--- config.mk ---
export PLATFORM = sky130hd
export DESIGN_NAME = pwm_update_scheduler_flat
export DESIGN_NICKNAME = d
export VERILOG_FILES = /design/src/rtl/pwm_update_scheduler_if.sv /design/src/rtl/pwm_update_scheduler.sv /design/src/flat_wrapper.sv
export SDC_FILE = /design/constraint.sdc
export NUM_CORES = 1
export LEC_CHECK = 0
export BUFFER_PORTS_ARGS = -buffer_cell sky130_fd_sc_hd__buf_2
export CAP_MARGIN = 30
export CORE_MARGIN = 1.5
export CORE_UTILIZATION = 40
export DETAILED_ROUTE_END_ITERATION = 6
export PLACE_DENSITY_LB_ADDON = 0.08
export SYNTH_ARGS = -nofsm -noshare
export SYNTH_HDL_FRONTEND = slang
export SYNTH_SLANG_ARGS = --single-unit
--- constraint.sdc ---
create_clock -name clk -period 3.4 [get_ports clk]
set_clock_uncertainty 0.2 [all_clocks]
set_input_delay 0.34 -clock clk [delete_from_list [all_inputs] [get_ports clk]]
set_output_delay 0.34 -clock clk [all_outputs]
set_load 0.005 [all_outputs]
--- src/rtl/pwm_update_scheduler_if.sv ---
// Register-write bus between the SPI peripheral and the PWM update scheduler.
// The requester drives valid/addr/data and holds them while ready is low.
interface pwm_update_scheduler_if;
  logic       wr_valid;
  logic [6:0] wr_addr;
  logic [7:0] wr_data;
  logic       wr_ready;

  modport master (
    output wr_valid,
    output wr_addr,
    output wr_data,
    input  wr_ready
  );

  modport slave (
    input  wr_valid,
    input  wr_addr,
    input  wr_data,
    output wr_ready
  );
endinterface

--- src/rtl/pwm_update_scheduler.sv ---
// PWM update scheduler: shadow/active control registers, PWM timebase and
// 16 registered output pins. Shadow registers are committed only at a PWM
// period wrap, so register writes never produce a partial or glitched period.
module pwm_update_scheduler #(
  parameter int unsigned PRESCALE   = 4,
  parameter int unsigned PRESCALE_W = 16
) (
  input  logic                  clk,
  input  logic                  rst_n,
  pwm_update_scheduler_if.slave wr,
  output logic [7:0]            uo_out,
  output logic [7:0]            uio_out,
  output logic                  period_start,
  output logic                  update_pending
);

  localparam logic [PRESCALE_W-1:0] PRESCALE_LAST = PRESCALE_W'(PRESCALE - 1);
  localparam logic [7:0]            PWM_LAST      = 8'd254;
  localparam logic [7:0]            DUTY_FULL     = 8'd255;

  localparam logic [6:0] ADDR_EN_OUT_LO = 7'h00;
  localparam logic [6:0] ADDR_EN_OUT_HI = 7'h01;
  localparam logic [6:0] ADDR_EN_PWM_LO = 7'h02;
  localparam logic [6:0] ADDR_EN_PWM_HI = 7'h03;
  localparam logic [6:0] ADDR_DUTY      = 7'h04;

  logic [PRESCALE_W-1:0] prescaler;
  logic [7:0]            pwm_cnt;
  logic                  tick;
  logic                  wrap;
  logic                  commit_now;
  logic                  accept;
  logic                  addr_hit;

  logic [15:0] shadow_en_out;
  logic [15:0] shadow_en_pwm;
  logic [7:0]  shadow_duty;
  logic [15:0] active_en_out;
  logic [15:0] active_en_pwm;
  logic [7:0]  active_duty;

  logic [15:0] pin_level;

  // With PRESCALE=1 the prescaler never leaves zero, so tick is always high.
  assign tick       = (prescaler == PRESCALE_LAST);
  assign wrap       = tick && (pwm_cnt == PWM_LAST);
  assign commit_now = wrap && update_pending;

  // A write is held off during the commit cycle so it lands wholly before or after it.
  assign wr.wr_ready = !commit_now;
  assign accept      = wr.wr_valid && wr.wr_ready;
  assign addr_hit    = (wr.wr_addr <= ADDR_DUTY);

  // Prescaler divides clk down to one PWM step every PRESCALE cycles.
  always_ff @(posedge clk or negedge rst_n) begin
    if (!rst_n) begin
      prescaler <= '0;
    end else if (tick) begin
      prescaler <= '0;
    end else begin
      prescaler <= prescaler + PRESCALE_W'(1);
    end
  end

  // PWM step counter runs 0..254, giving 255 steps per period.
  always_ff @(posedge clk or negedge rst_n) begin
    if (!rst_n) begin
      pwm_cnt <= '0;
    end else if (tick) begin
      if (pwm_cnt == PWM_LAST) begin
        pwm_cnt <= '0;
      end else begin
        pwm_cnt <= pwm_cnt + 8'd1;
      end
    end
  end

  // Period marker is high for the single cycle following the wrap cycle.
  always_ff @(posedge clk or negedge rst_n) begin
    if (!rst_n) begin
      period_start <= 1'b0;
    end else begin
      period_start <= wrap;
    end
  end

  // Shadow registers capture accepted writes; out-of-range addresses are consumed silently.
  always_ff @(posedge clk or negedge rst_n) begin
    if (!rst_n) begin
      shadow_en_out  <= '0;
      shadow_en_pwm  <= '0;
      shadow_duty    <= '0;
      update_pending <= 1'b0;
    end else if (commit_now) begin
      update_pending <= 1'b0;
    end else if (accept && addr_hit) begin
      update_pending <= 1'b1;
      case (wr.wr_addr)
        ADDR_EN_OUT_LO: shadow_en_out[7:0]  <= wr.wr_data;
        ADDR_EN_OUT_HI: shadow_en_out[15:8] <= wr.wr_data;
        ADDR_EN_PWM_LO: shadow_en_pwm[7:0]  <= wr.wr_data;
        ADDR_EN_PWM_HI: shadow_en_pwm[15:8] <= wr.wr_data;
        ADDR_DUTY:      shadow_duty         <= wr.wr_data;
        default: ;
      endcase
    end
  end

  // All active registers load together at a wrap so the next period sees one consistent set.
  always_ff @(posedge clk or negedge rst_n) begin
    if (!rst_n) begin
      active_en_out <= '0;
      active_en_pwm <= '0;
      active_duty   <= '0;
    end else if (commit_now) begin
      active_en_out <= shadow_en_out;
      active_en_pwm <= shadow_en_pwm;
      active_duty   <= shadow_duty;
    end
  end

  // Pin level: disabled pins are low, non-PWM pins high, full duty high, else compare.
  always_comb begin
    pin_level = '0;
    for (int i = 0; i < 16; i++) begin
      if (!active_en_out[i]) begin
        pin_level[i] = 1'b0;
      end else if (!active_en_pwm[i]) begin
        pin_level[i] = 1'b1;
      end else if (active_duty == DUTY_FULL) begin
        pin_level[i] = 1'b1;
      end else begin
        pin_level[i] = (pwm_cnt < active_duty);
      end
    end
  end

  // Output pins are registered so they never glitch on combinational decode.
  always_ff @(posedge clk or negedge rst_n) begin
    if (!rst_n) begin
      uo_out  <= '0;
      uio_out <= '0;
    end else begin
      uo_out  <= pin_level[7:0];
      uio_out <= pin_level[15:8];
    end
  end

endmodule

--- src/flat_wrapper.sv ---
// flat-port wrapper written by rule: the top's interface ports become plain ports
module pwm_update_scheduler_flat 
#(
  parameter int unsigned PRESCALE   = 4,
  parameter int unsigned PRESCALE_W = 16
)
  (clk, rst_n, uo_out, uio_out, period_start, update_pending, wr_wr_valid, wr_wr_addr, wr_wr_data, wr_wr_ready);
  pwm_update_scheduler_if wr_i ();
  input  logic clk;
  input  logic rst_n;
  output logic [7:0] uo_out;
  output logic [7:0] uio_out;
  output logic period_start;
  output logic update_pending;
  input wire logic [$bits(wr_i.wr_valid)-1:0] wr_wr_valid;
  input wire logic [$bits(wr_i.wr_addr)-1:0] wr_wr_addr;
  input wire logic [$bits(wr_i.wr_data)-1:0] wr_wr_data;
  output wire logic [$bits(wr_i.wr_ready)-1:0] wr_wr_ready;
  assign wr_i.wr_valid = wr_wr_valid;
  assign wr_i.wr_addr = wr_wr_addr;
  assign wr_i.wr_data = wr_wr_data;
  assign wr_wr_ready = wr_i.wr_ready;
  pwm_update_scheduler #(.PRESCALE(PRESCALE), .PRESCALE_W(PRESCALE_W)) u_core (.clk(clk), .rst_n(rst_n), .wr(wr_i), .uo_out(uo_out), .uio_out(uio_out), .period_start(period_start), .update_pending(update_pending));
endmodule
==> flow_summary.json <==
{
  "outcome": "completed",
  "dp_hpwl_um": 6089,
  "portBuffers": 36,
  "place_inst": 530,
  "final.period_utilization_pct": 83.72,
  "antenna_found_initial": 0,
  "end_kind": "output pin",
  "initial_core_util_pct": 41.04,
  "maxSlewViolCount": 0,
  "crit_fanout": 8,
  "cts.repair.resized": 0,
  "synth.most_common_cell": "dfrtp_1",
  "yosysTopAreaCell": "dfrtp_1",
  "synth.avg_cell_area_sq_um": 14.13,
  "cp_cell_sequence": "ha_1, nor4b_1, nand4_1, nor3_1, nand2_1, buf_2",
  "slew_headroom_pct": 51.20,
  "synth.top_cells.by_count": "dfrtp_1 (122), mux2_2 (80), a21boi_0 (16), nand2_1 (16), nand3_1 (12)",
  "min_period_ps": 2846,
  "cts_buffer_depth": 2,
  "antenna_cells": 0,
  "cts_root_buffer": "clkbuf_16",
  "required_ps": 2860,
  "clkTransAtPathRegs_ps": 50,
  "cap_violations": 0,
  "finalSetupViolCount": 0,
  "fin_nets": 431,
  "numCtsBuffers": 17,
  "synth_edf_count": 0,
  "coreArea_sq_mm": 0.01201,
  "cts.htree.levels": 4,
  "overflow": 0,
  "tightest_slew_ps": 732.0,
  "die_area_sq_mm": 0.01300,
  "routed.top_layer": "met4",
  "grt_max_degree": 58,
  "globalplace.congestion": 0.7547,
  "synth.area.top_cells": "dfrtp_1 (62%), mux2_2 (18%), ha_1 (2.5%), a21boi_0 (2.4%), xnor2_1 (2.0%)",
  "die_w_um": 114.0,
  "ys.flop_type": "dfrtp_1",
  "rsz0062_at_grt": "false",
  "drc": 0,
  "syn_nets": 377,
  "ir_worst_vdd_mv": 0.3754,
  "wl_met3_um": 296,
  "slowest_stage": "nor3_1",
  "die_height_um": 114.0,
  "synth-seq-area-share_pct": 61.93,
  "leakage_nw": 2.987,
  "synth_cell_types": 38,
  "p_per_area_mw_per_mm2": 573.4,
  "area_delta_synth_final_pct": 20.46,
  "cts_tree": "built",
  "worstSetupPathType": "reg2out",
  "max_freq_ghz": 0.3513,
  "met1_length_um": 4546,
  "grtUsageTotal_pct": 16.35,
  "setup_tns_ps": 0,
  "dr.pass1.iters": 4,
  "grt_pass1_wl_um": 15790,
  "hp-class": "in2reg",
  "syn-cell-area_sq_mm": 0.004930,
  "drive_gt1_share_pct": 38.31,
  "synth_warnings": 0,
  "antenna_left": 0,
  "async_reset_ff_share_pct": 100.0,
  "avgRoutedWirePerCell_um": 16.58,
  "io_pins": 37,
  "critical-path-max-stage-delay_ps": 410,
  "cp-start-kind": "register",
  "hold_viol": 0,
  "via_per_inst": 5.123,
  "layout.cells.non_filler": 562,
  "grt_pass1_vias": 3007,
  "syn_inst": 349,
  "synth-seq-cells": 122,
  "num_rows": 40,
  "yosys.area.top_type_share_pct": 61.93,
  "clk_latency_ps": 410,
  "worst_ep_arrival_time_ps": 2310,
  "drtIter0Drc": 174,
  "drt_wl_total_um": 9316,
  "vias": 2879,
  "cts_sinks": 122,
  "met2_length_um": 4314
}
## where the power goes
part | switching [mW] | total, mW | internal (mW)
Clock | 0.602 | 1.84 | 1.24
Sequential | 0.0147 | 1.49 | 1.47
Combinational | 0.0484 | 0.0779 | 0.0295
Total | 0.665 | 3.41 | 2.74
## routing by layer
layer	global-route usage, %	vias to the layer above
li1	-	1362
met1	21.96	1458
met2	24.26	43
met3	5.313	16
met4	7.250	0
met5	0	-
## logic make-up (layout without fill, tap and decap cells)
group | Yosys count | after routing | share of synthesized area [%]
adder cells (fa/ha/maj) | 10 | 10 | 2.538
buffers and inverters | 14 | 80 | 1.193
AO/OA/AOI/OAI | 39 | 39 | 5.660
multiplexers | 81 | 81 | 18.48
AND/OR/NAND/NOR | 69 | 69 | 7.716
XOR/XNOR | 14 | 14 | 2.487
flip-flops | 122 | 122 | 61.93
## per-stage QoR
| stage | area (sq um) | util, % | hold slack, ps | total power, mW | setup WS (ps) |
|---|---|---|---|---|---|
| floorplan | 4930 | - | -155.6 | 1.528 | 1181 |
| global placement | 5315 | 44.25 | 238.5 | 1.591 | 818.3 |
| detailed placement | 5315 | 44.25 | 242.1 | 1.593 | 686.6 |
| CTS | 5938 | 49.44 | 42.41 | 3.451 | 485.9 |
| global route | 5938 | 49.44 | 50.87 | 3.531 | 295.7 |
| finish | 5938 | 49.44 | 47.52 | 3.405 | 553.6 |
## placed cells by master (no fill, tap or decap), types with 2 or more instances in the layout
| cell type | Yosys | layout |
|---|---|---|
| dfrtp_1 | 122 | 122 |
| mux2_2 | 80 | 80 |
| buf_2 | 5 | 35 |
| clkbuf_16 | 0 | 17 |
| nand2_1 | 16 | 16 |
| a21boi_0 | 16 | 16 |
| nand3_1 | 12 | 11 |
| xnor2_1 | 11 | 11 |
| o21ai_0 | 10 | 10 |
| ha_1 | 10 | 10 |
| nor2_1 | 9 | 9 |
| inv_1 | 8 | 8 |
| nand4_1 | 6 | 6 |
| o31ai_1 | 5 | 5 |
| clkinv_2 | 0 | 5 |
| clkbuf_8 | 0 | 5 |
| and3_1 | 4 | 4 |
| and2_1 | 4 | 4 |
| buf_4 | 0 | 4 |
| xor2_1 | 3 | 3 |
| nor4_1 | 3 | 3 |
| bufinv_16 | 0 | 3 |
| nor3_1 | 2 | 2 |
| a21oi_1 | 2 | 2 |
| a31oi_1 | 2 | 2 |
| nand3_2 | 1 | 2 |
| nand3b_2 | 2 | 2 |
## final timing paths
| kind | cells after the start | endpoint | slack (ps) | from |
|---|---|---|---|---|
| min | 2 | u_core.shadow_duty[0] | 50 | wr_wr_data[0] |
| min reg2reg | 1 | u_core.uo_out[2] | 250 | u_core.active_en_pwm[2] |
| min in group asynchronous | 2 | u_core.prescaler[13] | 320 | rst_n |
| max reg2reg | 6 | u_core.shadow_en_pwm[3] | 690 | u_core.prescaler[0] |
| max in group asynchronous | 3 | u_core.shadow_en_pwm[12] | 1920 | rst_n |
| max | 6 | wr_wr_ready | 550 | u_core.prescaler[0] |
## critical path: cells and delay by family, from the launching register on
| family | cells | cell delay, ps |
|---|---|---|
| AND/OR/NAND/NOR | 4 | 1190 |
| buffers and inverters | 1 | 130 |
| flip-flops | 1 | 370 |
| adder cells (fa/ha/maj) | 1 | 200 |
## flip-flops by register name, summed over array words and instances, names as in the netlist
name and count:
u_core.active_duty 8, u_core.active_en_out 16, u_core.active_en_pwm 16, u_core.period_start 1
u_core.prescaler 16, u_core.pwm_cnt 8, u_core.shadow_duty 8, u_core.shadow_en_out 16
u_core.shadow_en_pwm 16, u_core.uio_out 8, u_core.uo_out 8, u_core.update_pending 1
## what timing repair did
action                     in CTS  in global routing
hold endpoints to repair       55                  0
setup endpoints to repair       0                  0
hold buffers                    1                  0
buffers inserted                0                  0
## final cells by class
cell class / count / area, sq um
flip-flops and latches: 122 / 3053
multi-input cells: 213 / 1823
repair buffers: 41 / 235.2
inverters: 8 / 30.03
fillers: 1076 / 6073
well taps: 147 / 183.9
clock inverters: 8 / 115.1
clock buffers: 23 / 498.0
(Power assumes the default switching activity.)
